File: config.mk
export PLATFORM = sky130hd
export DESIGN_NAME = inst_fetch_pair
export DESIGN_NICKNAME = d
export VERILOG_FILES = /design/src/rtl/inst_fetch_pair_pkg.sv /design/src/rtl/inst_fetch_pair.sv
export SDC_FILE = /design/constraint.sdc
export NUM_CORES = 1
export LEC_CHECK = 0
export BUFFER_PORTS_ARGS = -buffer_cell sky130_fd_sc_hd__buf_4
export CAP_MARGIN = 30
export CELL_PAD_IN_SITES_DETAIL_PLACEMENT = 1
export CELL_PAD_IN_SITES_GLOBAL_PLACEMENT = 1
export CORE_MARGIN = 1
export CORE_UTILIZATION = 34
export CTS_BUF_LIST = sky130_fd_sc_hd__clkbuf_4
export DETAILED_ROUTE_END_ITERATION = 16
export PLACE_DENSITY_LB_ADDON = 0.1
export SYNTH_ARGS = -nofsm -noshare
export SYNTH_HDL_FRONTEND = slang
export SYNTH_SLANG_ARGS = --single-unit
export TNS_END_PERCENT = 5
File: constraint.sdc
create_clock -name clk -period 1.88 [get_ports clk]
set_input_delay 0.376 -clock clk [delete_from_list [all_inputs] [get_ports clk]]
set_output_delay 0.376 -clock clk [all_outputs]
set_load 0.05 [all_outputs]
File: src/rtl/inst_fetch_pair_pkg.sv
// Shared definitions for the instruction fetch stage: bus widths, reset PC,
// valid levels, FSM state encodings and the pair-alignment helper.
// No ports; imported by inst_fetch_pair.
package inst_fetch_pair_pkg;

   localparam int INST_BUS_W      = 64;
   localparam int INST_ADDR_W     = 32;

   localparam logic [INST_ADDR_W-1:0] RESET_PC_DEFAULT = 32'hBFC0_0000;

   localparam logic VALID   = 1'b1;
   localparam logic INVALID = 1'b0;

   // Legacy-compatible state constants.
   localparam logic [1:0] S_IDLE   = 2'd0;
   localparam logic [1:0] S_REQ    = 2'd1;
   localparam logic [1:0] S_WAIT   = 2'd2;
   localparam logic [1:0] S_CANCEL = 2'd3;

   // Base address of the 64-bit pair containing the given word PC.
   function automatic logic [INST_ADDR_W-1:0] pair_base(input logic [INST_ADDR_W-1:2] pc);
      return {pc[INST_ADDR_W-1:3], 3'b000};
   endfunction

endpackage

File: src/rtl/inst_fetch_pair.sv
// Purpose : fetch PC owner; one 64-bit aligned request per fetch, writes up to two
//           instructions (PCs + valids) into the dual-slot buffer per returned beat.
// Latency : pair outputs registered, valid the cycle after inst_data_ok (1-cycle pulse).
// Backpr. : buffer_full_i blocks launching a request; an in-flight beat is always absorbed.
// Ports   : clk/rst (sync, active-high); redirect_i/redirect_pc_i retarget the PC and flush;
//           inst_req/inst_addr/inst_addr_ok/inst_data_ok/inst_rdata form the sram-like bus;
//           inst{1,2}_o, inst{1,2}_addr_o, inst{1,2}_valid_o feed the buffer.
// Config  : define FETCH_PERF_CNT_EN to add perf_stall_cnt_o / perf_cancel_cnt_o
//           (saturating, cleared by rst).
module inst_fetch_pair
   import inst_fetch_pair_pkg::*;
#(
   parameter logic [INST_ADDR_W-1:0] RESET_PC = RESET_PC_DEFAULT
)
(
`ifdef FETCH_PERF_CNT_EN
   output logic [31:0]             perf_stall_cnt_o,
   output logic [31:0]             perf_cancel_cnt_o,
`endif
   input  logic                    clk,
   input  logic                    rst,
   input  logic                    redirect_i,
   input  logic [INST_ADDR_W-1:0]  redirect_pc_i,
   input  logic                    buffer_full_i,
   output logic                    inst_req,
   output logic [INST_ADDR_W-1:0]  inst_addr,
   input  logic                    inst_addr_ok,
   input  logic                    inst_data_ok,
   input  logic [INST_BUS_W-1:0]   inst_rdata,
   output logic [INST_ADDR_W-1:0]  inst1_o,
   output logic [INST_ADDR_W-1:0]  inst2_o,
   output logic [INST_ADDR_W-1:0]  inst1_addr_o,
   output logic [INST_ADDR_W-1:0]  inst2_addr_o,
   output logic                    inst1_valid_o,
   output logic                    inst2_valid_o
);

   logic [1:0]              r_state;
   logic [1:0]              w_state_nxt;
   // PC is always word aligned, so only bits [31:2] are kept.
   logic [INST_ADDR_W-1:2]  r_pc;
   logic [INST_ADDR_W-1:2]  w_pc_nxt;
   logic                    w_can_fetch;
   logic                    w_beat_take;
   logic                    w_unused_pc_lsb;

   logic [INST_ADDR_W-1:0]  r_inst1;
   logic [INST_ADDR_W-1:0]  r_inst2;
   logic [INST_ADDR_W-1:0]  r_inst1_addr;
   logic [INST_ADDR_W-1:0]  r_inst2_addr;
   logic                    r_inst1_vld;
   logic                    r_inst2_vld;

   assign w_unused_pc_lsb = ^redirect_pc_i[1:0];

   assign w_can_fetch = !buffer_full_i && !redirect_i;
   // A returning beat is only written to the buffer if no redirect has flushed it.
   assign w_beat_take = (r_state == S_WAIT) && inst_data_ok && !redirect_i;

   always_comb begin
      w_state_nxt = r_state;
      w_pc_nxt    = r_pc;
      case (r_state)
         S_IDLE: begin
            if (w_can_fetch) w_state_nxt = S_REQ;
         end
         S_REQ: begin
            // Redirect without addr_ok just retargets the pending request.
            if (inst_addr_ok) w_state_nxt = redirect_i ? S_CANCEL : S_WAIT;
         end
         S_WAIT: begin
            // With a same-cycle redirect w_can_fetch is low, so the beat is
            // dropped and we fall back to IDLE.
            if (inst_data_ok)    w_state_nxt = w_can_fetch ? S_REQ : S_IDLE;
            else if (redirect_i) w_state_nxt = S_CANCEL;
         end
         S_CANCEL: begin
            if (inst_data_ok) w_state_nxt = S_IDLE;
         end
         default: w_state_nxt = S_IDLE;
      endcase

      if (w_beat_take) w_pc_nxt = {r_pc[INST_ADDR_W-1:3] + 29'd1, 1'b0};
      if (redirect_i)  w_pc_nxt = redirect_pc_i[INST_ADDR_W-1:2];
   end

   always_ff @(posedge clk) begin
      if (rst) begin
         r_state <= S_IDLE;
         r_pc    <= RESET_PC[INST_ADDR_W-1:2];
      end else begin
         r_state <= w_state_nxt;
         r_pc    <= w_pc_nxt;
      end
   end

   // Pair register: valids pulse for exactly one cycle per accepted beat.
   always_ff @(posedge clk) begin
      if (rst) begin
         r_inst1      <= '0;
         r_inst2      <= '0;
         r_inst1_addr <= '0;
         r_inst2_addr <= '0;
         r_inst1_vld  <= INVALID;
         r_inst2_vld  <= INVALID;
      end else begin
         r_inst1_vld <= INVALID;
         r_inst2_vld <= INVALID;
         if (w_beat_take) begin
            r_inst1      <= inst_rdata[31:0];
            r_inst2      <= inst_rdata[63:32];
            r_inst1_addr <= pair_base(r_pc);
            r_inst2_addr <= {r_pc[INST_ADDR_W-1:3], 3'b100};
            // Entering at the upper word of a pair: the lower word is not on the path.
            r_inst1_vld  <= !r_pc[2];
            r_inst2_vld  <= VALID;
         end
      end
   end

   assign inst_req      = (r_state == S_REQ);
   assign inst_addr     = pair_base(r_pc);
   assign inst1_o       = r_inst1;
   assign inst2_o       = r_inst2;
   assign inst1_addr_o  = r_inst1_addr;
   assign inst2_addr_o  = r_inst2_addr;
   assign inst1_valid_o = r_inst1_vld;
   assign inst2_valid_o = r_inst2_vld;

`ifdef FETCH_PERF_CNT_EN
   logic        w_beat_drop;
   logic [31:0] r_stall_cnt;
   logic [31:0] r_cancel_cnt;

   assign w_beat_drop = inst_data_ok &&
                        ((r_state == S_CANCEL) || ((r_state == S_WAIT) && redirect_i));

   always_ff @(posedge clk) begin
      if (rst) begin
         r_stall_cnt  <= '0;
         r_cancel_cnt <= '0;
      end else begin
         if ((r_state == S_IDLE) && buffer_full_i && (r_stall_cnt != '1))
            r_stall_cnt <= r_stall_cnt + 32'd1;
         if (w_beat_drop && (r_cancel_cnt != '1))
            r_cancel_cnt <= r_cancel_cnt + 32'd1;
      end
   end

   assign perf_stall_cnt_o  = r_stall_cnt;
   assign perf_cancel_cnt_o = r_cancel_cnt;
`endif

endmodule

Word level (Yosys, flattened, before mapping):

Index checks and enable logic that the tools add are counted.

* register bits: 157
* input port bits: 102
* output and inout port bits: 163
* word-level logic and storage cells: 38

* add/sub/neg operators: 1
* equal/unequal tests: 7
* mux-type cells: 11
* bitwise operators: 1
* reductions and logical operators: 10

Operators with widths (count)
* $mux W30: 2
* $add A29 B1 Y29 const B: 1
* $mux W2: 5
* $pmux W2 S4: 1
* $eq A2 B2 Y1 const B: 2
* $ne A2 B2 Y1 const B: 2
* $reduce_and A4 Y1: 1
* $logic_and A1 B1 Y1: 3
* $logic_not A1 Y1: 3
* $mux W1: 3
* $ne A3 B3 Y1 const B: 1
* $eq A2 B1 Y1 const B: 1
* $logic_not A2 Y1: 1
* $ne A2 B1 Y1 const B: 1
* $reduce_bool A2 Y1: 1
* $reduce_or A2 Y1: 1
* $not A1 Y1: 1

Longest topological paths before layout:

Gate-level depths: netlist (run 1).

* depth in word-level cells: 5
* mapped depth: 6
* depth with buffers taken out: 5

Worst setup path after synthesis (run 1):

No wires, ideal clock.

* path type: register to register
* start point: reg r_pc[15] (netlist bit)
* end point: reg r_pc[18] (netlist bit)
* library setup time: 127 ps
* data arrival time: 1490 ps
* required time: 1753 ps
* setup slack: 263 ps
* cell stages (with the launch flop): 6
* path buffers: 1
* period minus slack after synthesis: 1617 ps
* cell sequence: dfxtp_1 > buf_4 > nand3_2 > nor4_4 > a2111oi_0 > or3_1

* cells in the longest elaborated chain, start to end: 3

RTL lines
* start: declaration: line inst_fetch_pair.sv:41 `logic [INST_ADDR_W-1:2] r_pc;`
* start signal: assignment: line inst_fetch_pair.sv:90 `r_pc <= RESET_PC[INST_ADDR_W-1:2];`
* start signal: assignment: line inst_fetch_pair.sv:93 `r_pc <= w_pc_nxt;`
* $add A29 B1 Y29: line inst_fetch_pair.sv:83 `if (w_beat_take) w_pc_nxt = {r_pc[INST_ADDR_W-1:3] + 29'd1, 1'b0};`
* $mux W30: line inst_fetch_pair.sv:83
* $mux W30: line inst_fetch_pair.sv:84 `if (redirect_i) w_pc_nxt = redirect_pc_i[INST_ADDR_W-1:2];`

Every way passes these cells. The select of a mux whose other input is x is not followed.
A chain may end at the register's enable or synchronous reset.

Worst setup path after layout (run 1):

* start point: reg r_state[0]
* end point: out inst_req

* cells in the longest elaborated chain, start to end: 1

RTL lines
* start: declaration: line inst_fetch_pair.sv:38 `logic [1:0] r_state;`
* start signal: assignment: line inst_fetch_pair.sv:92 `r_state <= w_state_nxt;`
* $eq A2 B1 Y1: line inst_fetch_pair.sv:121 `assign inst_req = (r_state == S_REQ);`
* end: declaration: line inst_fetch_pair.sv:25 `output logic inst_req,`

Every way passes these cells.

==> metrics, run 1 <==
Crit path buffers/inverters=1; CP max stage delay=400 ps; Critical Path Fanout Max=8; fin crit share=93.99%; Max-Cap Viols=0; VDD IR max=0.3071 mV; largest net degree at the start of global routing=61; grt total ovfl=0; H-tree depth=4; xor/xnor share of the synthesized area=1.659%; Synth Area in Adders=0.2154%; Residual DRC=0; CTS tree=yes; Slew Limit Fails=0; critical path's slowest cell=dfxtp_2; Critical Path End Type=output port; fin worst setup slack=113.0 ps; endpoints failing setup=0; simple-gate share of the synthesized area=25.25%; Tot Pwr=5.705 mW; status=complete, no violations; DIE HEIGHT=132.7 um; WL final=19080 um; RSZ-0062 raised after global routing=true; Ports=265; CP Cell Sequence=nor2b_1, buf_4; wire length per cell=16.39 um; ratio of cells with drive above 1 in the final layout=36.59%; TritonCTS Buffers=17; Crit Reg-Reg Startpoint=r_pc[5]$_SDFFE_PP0P_; post-DR vias/cell=4.960; R2R depth=6; RR Endpoint=r_pc[25]$_SDFFE_PP1P_; Post-synth EDFFs=0; NumNets Final=1034; CP endpoint=inst_req; Hold Crit Class=in2reg; Setup crit start kind=flop; Arr. time, crit path=1390 ps; RePlAce Congestion=0.7362; CP delay by family, top=flip-flops; Unique masters post-synth=54; DR vias=5774; synthesized area per cell=7.978 um^2; FF+latch count, synth=128; overall global routing resource usage=21.92%; final std cells w/o fill=1164; Max Clk Rate=565.9 MHz; Initial Util=34.90%; post-synthesis compound-gate area fraction=15.68%; first-pass GRT wire length=30640 um; LEAKAGE=3.329 nW; crit path time final=1767 ps; Clk Latency, worst-skew pair=550 ps; drt pass-1 iters=4; dominant synthesized flop cell=dfxtp_1; synth warn=0; chip width=132.7 um; Clk Tree Root Cell=clkbuf_4; placed cells=1131; vias in the first global route=6095; DRT iter0 DRCs=194; Core Rows=47; Power Dens Cells=714.0 nW/um^2; PortBufs=254; area delta synth->final=37.57%; CP Depth=2; antenna-violating nets left=0; Clock Tree Buf Depth=2; Crit Path Class=reg2out; mux contribution to synthesized area=0.1939%; Mapped Cells=728; Final Skew=15.06 ps; largest family of logic cells by synthesized area=simple AND/OR/NAND/NOR gates; CTS Sinks=128; Place WS=83.25 ps; core region area=16640 um^2; Clock Pin Slew Worst Setup and Hold Paths=110 ps; worst reg2reg setup slack=140 ps; Area contributors post-synth=dfxtp_1 (44%), nand2_1 (13%), buf_4 (8.8%); final hold vios=0; Worst Setup SP=r_state[0]$_SDFFE_PP0P_; initial antenna violation count=1; ys async rst share=0%; HPWL Detailed=14010 um; top cell type's share of synthesized area=44.12%; die area=17610 um^2; sequential area share after synthesis=44.12%; Req. time, crit path=1500 ps; area leader, netlist=dfxtp_1; synthesized area=5808 um^2
-- layout make-up --
cell class,count,area (um^2)
multi-input combinational,480,2569
antenna,1,2.502
clock buffer,17,127.6
timing repair buffer,292,2257
tap,220,275.3
clock inverter,14,148.9
sequential,128,2565
fill,2056,8652
inverter,12,45.04
-- sequential cells by signal, indices dropped and copies added (netlist names) --
signal         flops
inst2_o           32
inst1_o           32
inst2_valid_o      1
r_state            2
inst1_valid_o      1
inst2_addr_o      30
r_pc              30
-- worst min-delay path by stage --
stage                               from                       end  slack (ps)  cells past startpoint
global placement    r_pc[2]$_SDFFE_PP0P_  inst1_valid_o$_SDFF_PP0_         430                      1
detailed placement  r_pc[2]$_SDFFE_PP0P_  inst1_valid_o$_SDFF_PP0_         430                      1
CTS                        inst_rdata[3]   inst1_o[3]$_SDFFE_PP0P_          20                      3
finish                 redirect_pc_i[14]     r_pc[14]$_SDFFE_PP0P_          50                      2
floorplan           r_pc[2]$_SDFFE_PP0P_  inst1_valid_o$_SDFF_PP0_         400                      1
global route           redirect_pc_i[14]     r_pc[14]$_SDFFE_PP0P_          20                      2
-- where the power goes --
group,internal [mW],total (mW),switching [mW]
combinational,0.350,0.903,0.553
sequential,2.77,2.85,0.0753
clock,0.887,1.95,1.06
total,4.01,5.70,1.69
-- cells by family (layout without fill, tap and decap cells) --
group	Yosys count	count (layout)
mux	1	1
buf+inv	127	335
other cells	1	9
simple gates	316	316
flops	128	128
fa+ha+maj	1	1
xor+xnor	11	11
compound gates	143	143
-- metal layers --
| metal | share of wire, % | wire (um) | GRT usage (%) | vias to the layer above |
|---|---|---|---|---|
| li1 | - | - | - | 2794 |
| met1 | 41 | 7844 | 24.35 | 2765 |
| met2 | 50 | 9590 | 38.92 | 182 |
| met3 | 6.9 | 1324 | 7.203 | 33 |
| met4 | 1.7 | 323 | 7.854 | 0 |
| met5 | 0 | 0 | 0 | - |
-- cells in the mapped netlist, types with 3 or more instances --
master,count
or3_1,3
nor4_4,3
nor3_1,23
and4_1,3
a21oi_1,98
inv_1,12
nor2_1,29
nand4_1,11
nand3_1,7
buf_4,68
nand2_1,204
a2111oi_1,7
xnor2_1,8
nor3b_1,8
xor2_1,3
buf_2,10
clkbuf_1,29
buf_1,8
a311oi_1,6
a211oi_1,12
nor4_1,8
nor2b_1,3
dfxtp_1,128
-- through the flow --
stage / TNS, ps / util [%] / instance area (um^2) / hold WS, ps
4_1_cts: 0 / 47.83 / 7960 / 17.21
2_1_floorplan: 0 / - / 5834 / 400.9
6_report: 0 / 48.01 / 7990 / 53.64
3_3_place_gp: 0 / 46.10 / 7672 / 428.1
5_1_grt: -31.07 / 48.01 / 7990 / 21.02
3_5_place_dp: 0 / 46.10 / 7672 / 434.4
-- timing repair --
action                                 CTS  global route
endpoints found under the hold margin    1             0
pin swaps                                0             0
hold buffers                             1             0
gates resized for setup                  1             6
setup endpoints to repair                1             5
setup buffers                            0             0
-- layout by cell type (no fill, tap or decap), types with 4 or more instances in the layout --
| master | count |
|---|---|
| nor3b_1 | 8 |
| clkinv_1 | 4 |
| xnor2_1 | 8 |
| clkinv_2 | 4 |
| a211oi_1 | 12 |
| buf_4 | 286 |
| nand4_1 | 11 |
| nand3_1 | 7 |
| conb_1 | 8 |
| nor2_1 | 28 |
| a311oi_1 | 6 |
| buf_12 | 5 |
| inv_1 | 12 |
| nor3_1 | 22 |
| nor4_2 | 4 |
| nor4_1 | 5 |
| dfxtp_1 | 126 |
| a2111oi_1 | 7 |
| nand2_1 | 203 |
| a21oi_1 | 98 |
| clkbuf_4 | 17 |
(Power assumes the default switching activity.)
==> run 2: changes to the inputs <==
--- a/config.mk
+++ b/config.mk
@@ -13,6 +13,7 @@
 export CORE_UTILIZATION = 34
 export CTS_BUF_LIST = sky130_fd_sc_hd__clkbuf_4
 export DETAILED_ROUTE_END_ITERATION = 16
+export GPL_ROUTABILITY_DRIVEN = 0
 export PLACE_DENSITY_LB_ADDON = 0.1
 export SYNTH_ARGS = -nofsm -noshare
 export SYNTH_HDL_FRONTEND = slang
==> constraint.sdc (replaced) <==
create_clock -name clk -period 1.88 [get_ports clk]
set_input_delay 0.376 -clock clk [delete_from_list [all_inputs] [get_ports clk]]
set_output_delay 0.376 -clock clk [all_outputs]
set_load 0.01 [all_outputs]
==> run 2 against run 1 <==
Net effect: clock power increased by 4%; sequential share of layout area about the same; register-to-register slack about the same; cell count decreased by 0.26%; final area increased by 0.17%; fmax increased by 1.7%; sequential cell count unchanged; sequential power about the same; clock skew increased by 4.8 ps; largest cell class unchanged.
==> metrics, run 2 (synthesis results as in run 1) <==
VDD IR max=0.3758 mV (was 0.3071 mV); CTS tree=yes (unchanged); cell mode on critical path=buf_4; worst reg2reg setup slack=140 ps (about the same); Initial Util=34.90% (unchanged); DRT iter0 DRCs=229 (was 194); Clock Pin Slew Worst Setup and Hold Paths=130 ps (was 110 ps); share of power burned in combinational logic=11.9% (was 15.8%); Slew Limit Fails=0 (unchanged); chip width=132.7 um (unchanged); Max transition margin=65.86%; switching power=1.507 mW (was 1.693 mW); vias in the first global route=6006 (was 6095); Tot Pwr=5.536 mW (was 5.705 mW); LEAKAGE=3.342 nW (was 3.329 nW); Max Clk Rate=575.4 MHz (was 565.9 MHz); Final Skew=19.90 ps (was 15.06 ps); switching part of the total power=27.21% (was 29.68%); Clk Tree Root Cell=clkbuf_4 (unchanged); Setup crit start kind=flop (unchanged); endpoints failing setup=0 (unchanged); Power Dens Cells=691.7 nW/um^2 (was 714.0 nW/um^2); crit path time final=1738 ps (was 1767 ps); WL final=18840 um (was 19080 um); CP max stage delay=490 ps (was 400 ps); Max-Cap Viols=0 (unchanged); R2R depth=6 (unchanged); depth of the worst hold-timing path=3 (was 2); commonest non-fill, non-tap cell in the layout=buf_4 (unchanged); Crit Path Class=reg2reg (was reg2out); Hold Path Sink=inst2_o[1]$_SDFFE_PP0P_ (was r_pc[14]$_SDFFE_PP0P_); status=complete, no violations (unchanged); drt pass-1 iters=4 (unchanged); core region area=16640 um^2 (unchanged); Clk pwr share=36.4% (was 34.2%); filler instances=2047 (was 2056); die area=17610 um^2 (unchanged); hold path start=inst_rdata[33] (was redirect_pc_i[14]); Residual DRC=0 (unchanged); Req. time, crit path=2320 ps (was 1500 ps); first-pass GRT wire length=30060 um (was 30640 um); Critical Path Fanout Max=10 (was 8); post-DR vias/cell=5.004 (was 4.960); DIE HEIGHT=132.7 um (unchanged); worst slew pin tran=510.8 ps; RSZ-0062 raised after global routing=false (was true); NumNets Final=1031 (was 1034); Setup Total Neg Slack=0 ps (unchanged); Core Rows=47 (unchanged); TritonCTS Buffers=17 (unchanged); fin crit share=92.45% (was 93.99%); area delta synth->final=37.81% (was 37.57%); CTS Sinks=128 (unchanged); sequential power share=51.6% (was 50.0%); initial antenna violation count=1 (unchanged); PortBufs=254 (unchanged); ratio of cells with drive above 1 in the final layout=36.91% (was 36.59%); most frequent cells in the layout=buf_4 (282), nand2_1 (203), dfxtp_1 (124) (was buf_4 (286), nand2_1 (203), dfxtp_1 (126)); RR Endpoint=r_pc[26]$_SDFFE_PP1P_ (was r_pc[25]$_SDFFE_PP1P_); overall global routing resource usage=21.31% (was 21.92%); Clk Latency, worst-skew pair=540 ps (was 550 ps); final hold vios=0 (unchanged); Clock Tree Buf Depth=2 (unchanged); HPWL Detailed=13940 um (was 14010 um); antenna-violating nets left=0 (unchanged); largest net degree at the start of global routing=58 (was 61); wire length per cell=16.23 um (was 16.39 um); Ports=265 (unchanged); Arr. time, crit path=2180 ps (was 1390 ps); critical path's slowest cell=dfxtp_1 (was dfxtp_2); Critical Path End Type=flop (was output port); Hold Crit Class=in2reg (unchanged); CP Cell Sequence=nand4_1, buf_4, nor4_4, buf_4, a2111oi_1, a311oi_1 (was nor2b_1, buf_4); Pint=4.030 mW (was 4.012 mW); Crit Reg-Reg Startpoint=r_pc[6]$_SDFFE_PP0P_ (was r_pc[5]$_SDFFE_PP0P_); grt total ovfl=0 (unchanged); H-tree depth=4 (unchanged); DR vias=5810 (was 5774)
run 2: changes by cell type in the layout (fill, tap and decap cells not counted):
cell,delta
dfxtp_1,-2
clkinv_1,-4
inv_6,+1
buf_4,-4
nor4_1,+1
clkinv_4,+2
nor4_4,+1
buf_12,+1
nor4_2,-2
dfxtp_2,+2
clkinvlp_4,+1
run 2: worst max path at each step:
| stage | start | to | depth (start not counted) |
|---|---|---|---|
| global placement | r_pc[10]$_SDFFE_PP0P_ | r_pc[16]$_SDFFE_PP0P_ | 5 |
| detailed placement | r_pc[10]$_SDFFE_PP0P_ | r_pc[16]$_SDFFE_PP0P_ | 5 |
| CTS | r_pc[10]$_SDFFE_PP0P_ | r_pc[16]$_SDFFE_PP0P_ | 5 |
| global route | r_pc[6]$_SDFFE_PP0P_ | r_pc[26]$_SDFFE_PP1P_ | 6 |
| finish | r_pc[6]$_SDFFE_PP0P_ | r_pc[26]$_SDFFE_PP1P_ | 6 |
| floorplan | r_pc[15]$_SDFFE_PP0P_ | r_pc[18]$_SDFFE_PP0P_ | 5 |
run 2: layer usage:
metal  part of all wire, %  GRT usage [%]  up-vias
li1                      -              -     2802
met1                    41          24.06     2807
met2                    50          37.51      173
met3                   7.2          7.050       28
met4                   1.7          7.216        0
met5                     0              0        -
run 2: what timing repair did:
action | CTS | global route
endpoints found under the setup margin | 0 | 8
hold buffers | 1 | 0
resized for setup | 0 | 9
buffers inserted | 0 | 1
endpoints found under the hold margin | 1 | 0
run 2: metrics by stage:
step | hold slack, ps | area, um^2 | utilization (%) | cells | setup WS (ps)
after floorplan | 400.9 | 5834 | - | 735 | 263.3
after detailed placement | 449.4 | 7655 | 46.00 | 1127 | 87.00
after global routing | 24.04 | 8004 | 48.09 | 1161 | 1.955
final | 71.66 | 8004 | 48.09 | 1161 | 142.0
after CTS | 18.17 | 7960 | 47.83 | 1159 | 39.71
after global placement | 431.9 | 7655 | 46.00 | 1127 | 175.2
run 2: final cells by class:
cell class / instances / area (um^2) / share of cell area [%]
inverters: 12 / 45.04 / 0.5628
flip-flops and latches: 128 / 2567 / 32.08
diodes: 1 / 2.502 / 0.03126
clock buffers: 17 / 127.6 / 1.594
clock inverters: 14 / 167.7 / 2.095
well taps: 220 / 275.3 / 3.439
multi-input cells: 480 / 2571 / 32.12
repair buffers: 289 / 2247 / 28.08
run 2: power by group through the flow:
stage,combinational (mW),sequential (mW),clock (mW)
2_1_floorplan,0.339,2.91,0
3_3_place_gp,0.644,2.91,0
3_5_place_dp,0.661,2.92,0
4_1_cts,0.665,2.85,2.09
5_1_grt,0.719,2.87,2.19
6_report,0.662,2.86,2.02
run 2: worst max-delay path: cells and delay by family (launching register included):
kind	cells	cell delay, ps
compound gates	2	300
buf+inv	2	420
flops	1	490
simple gates	2	440
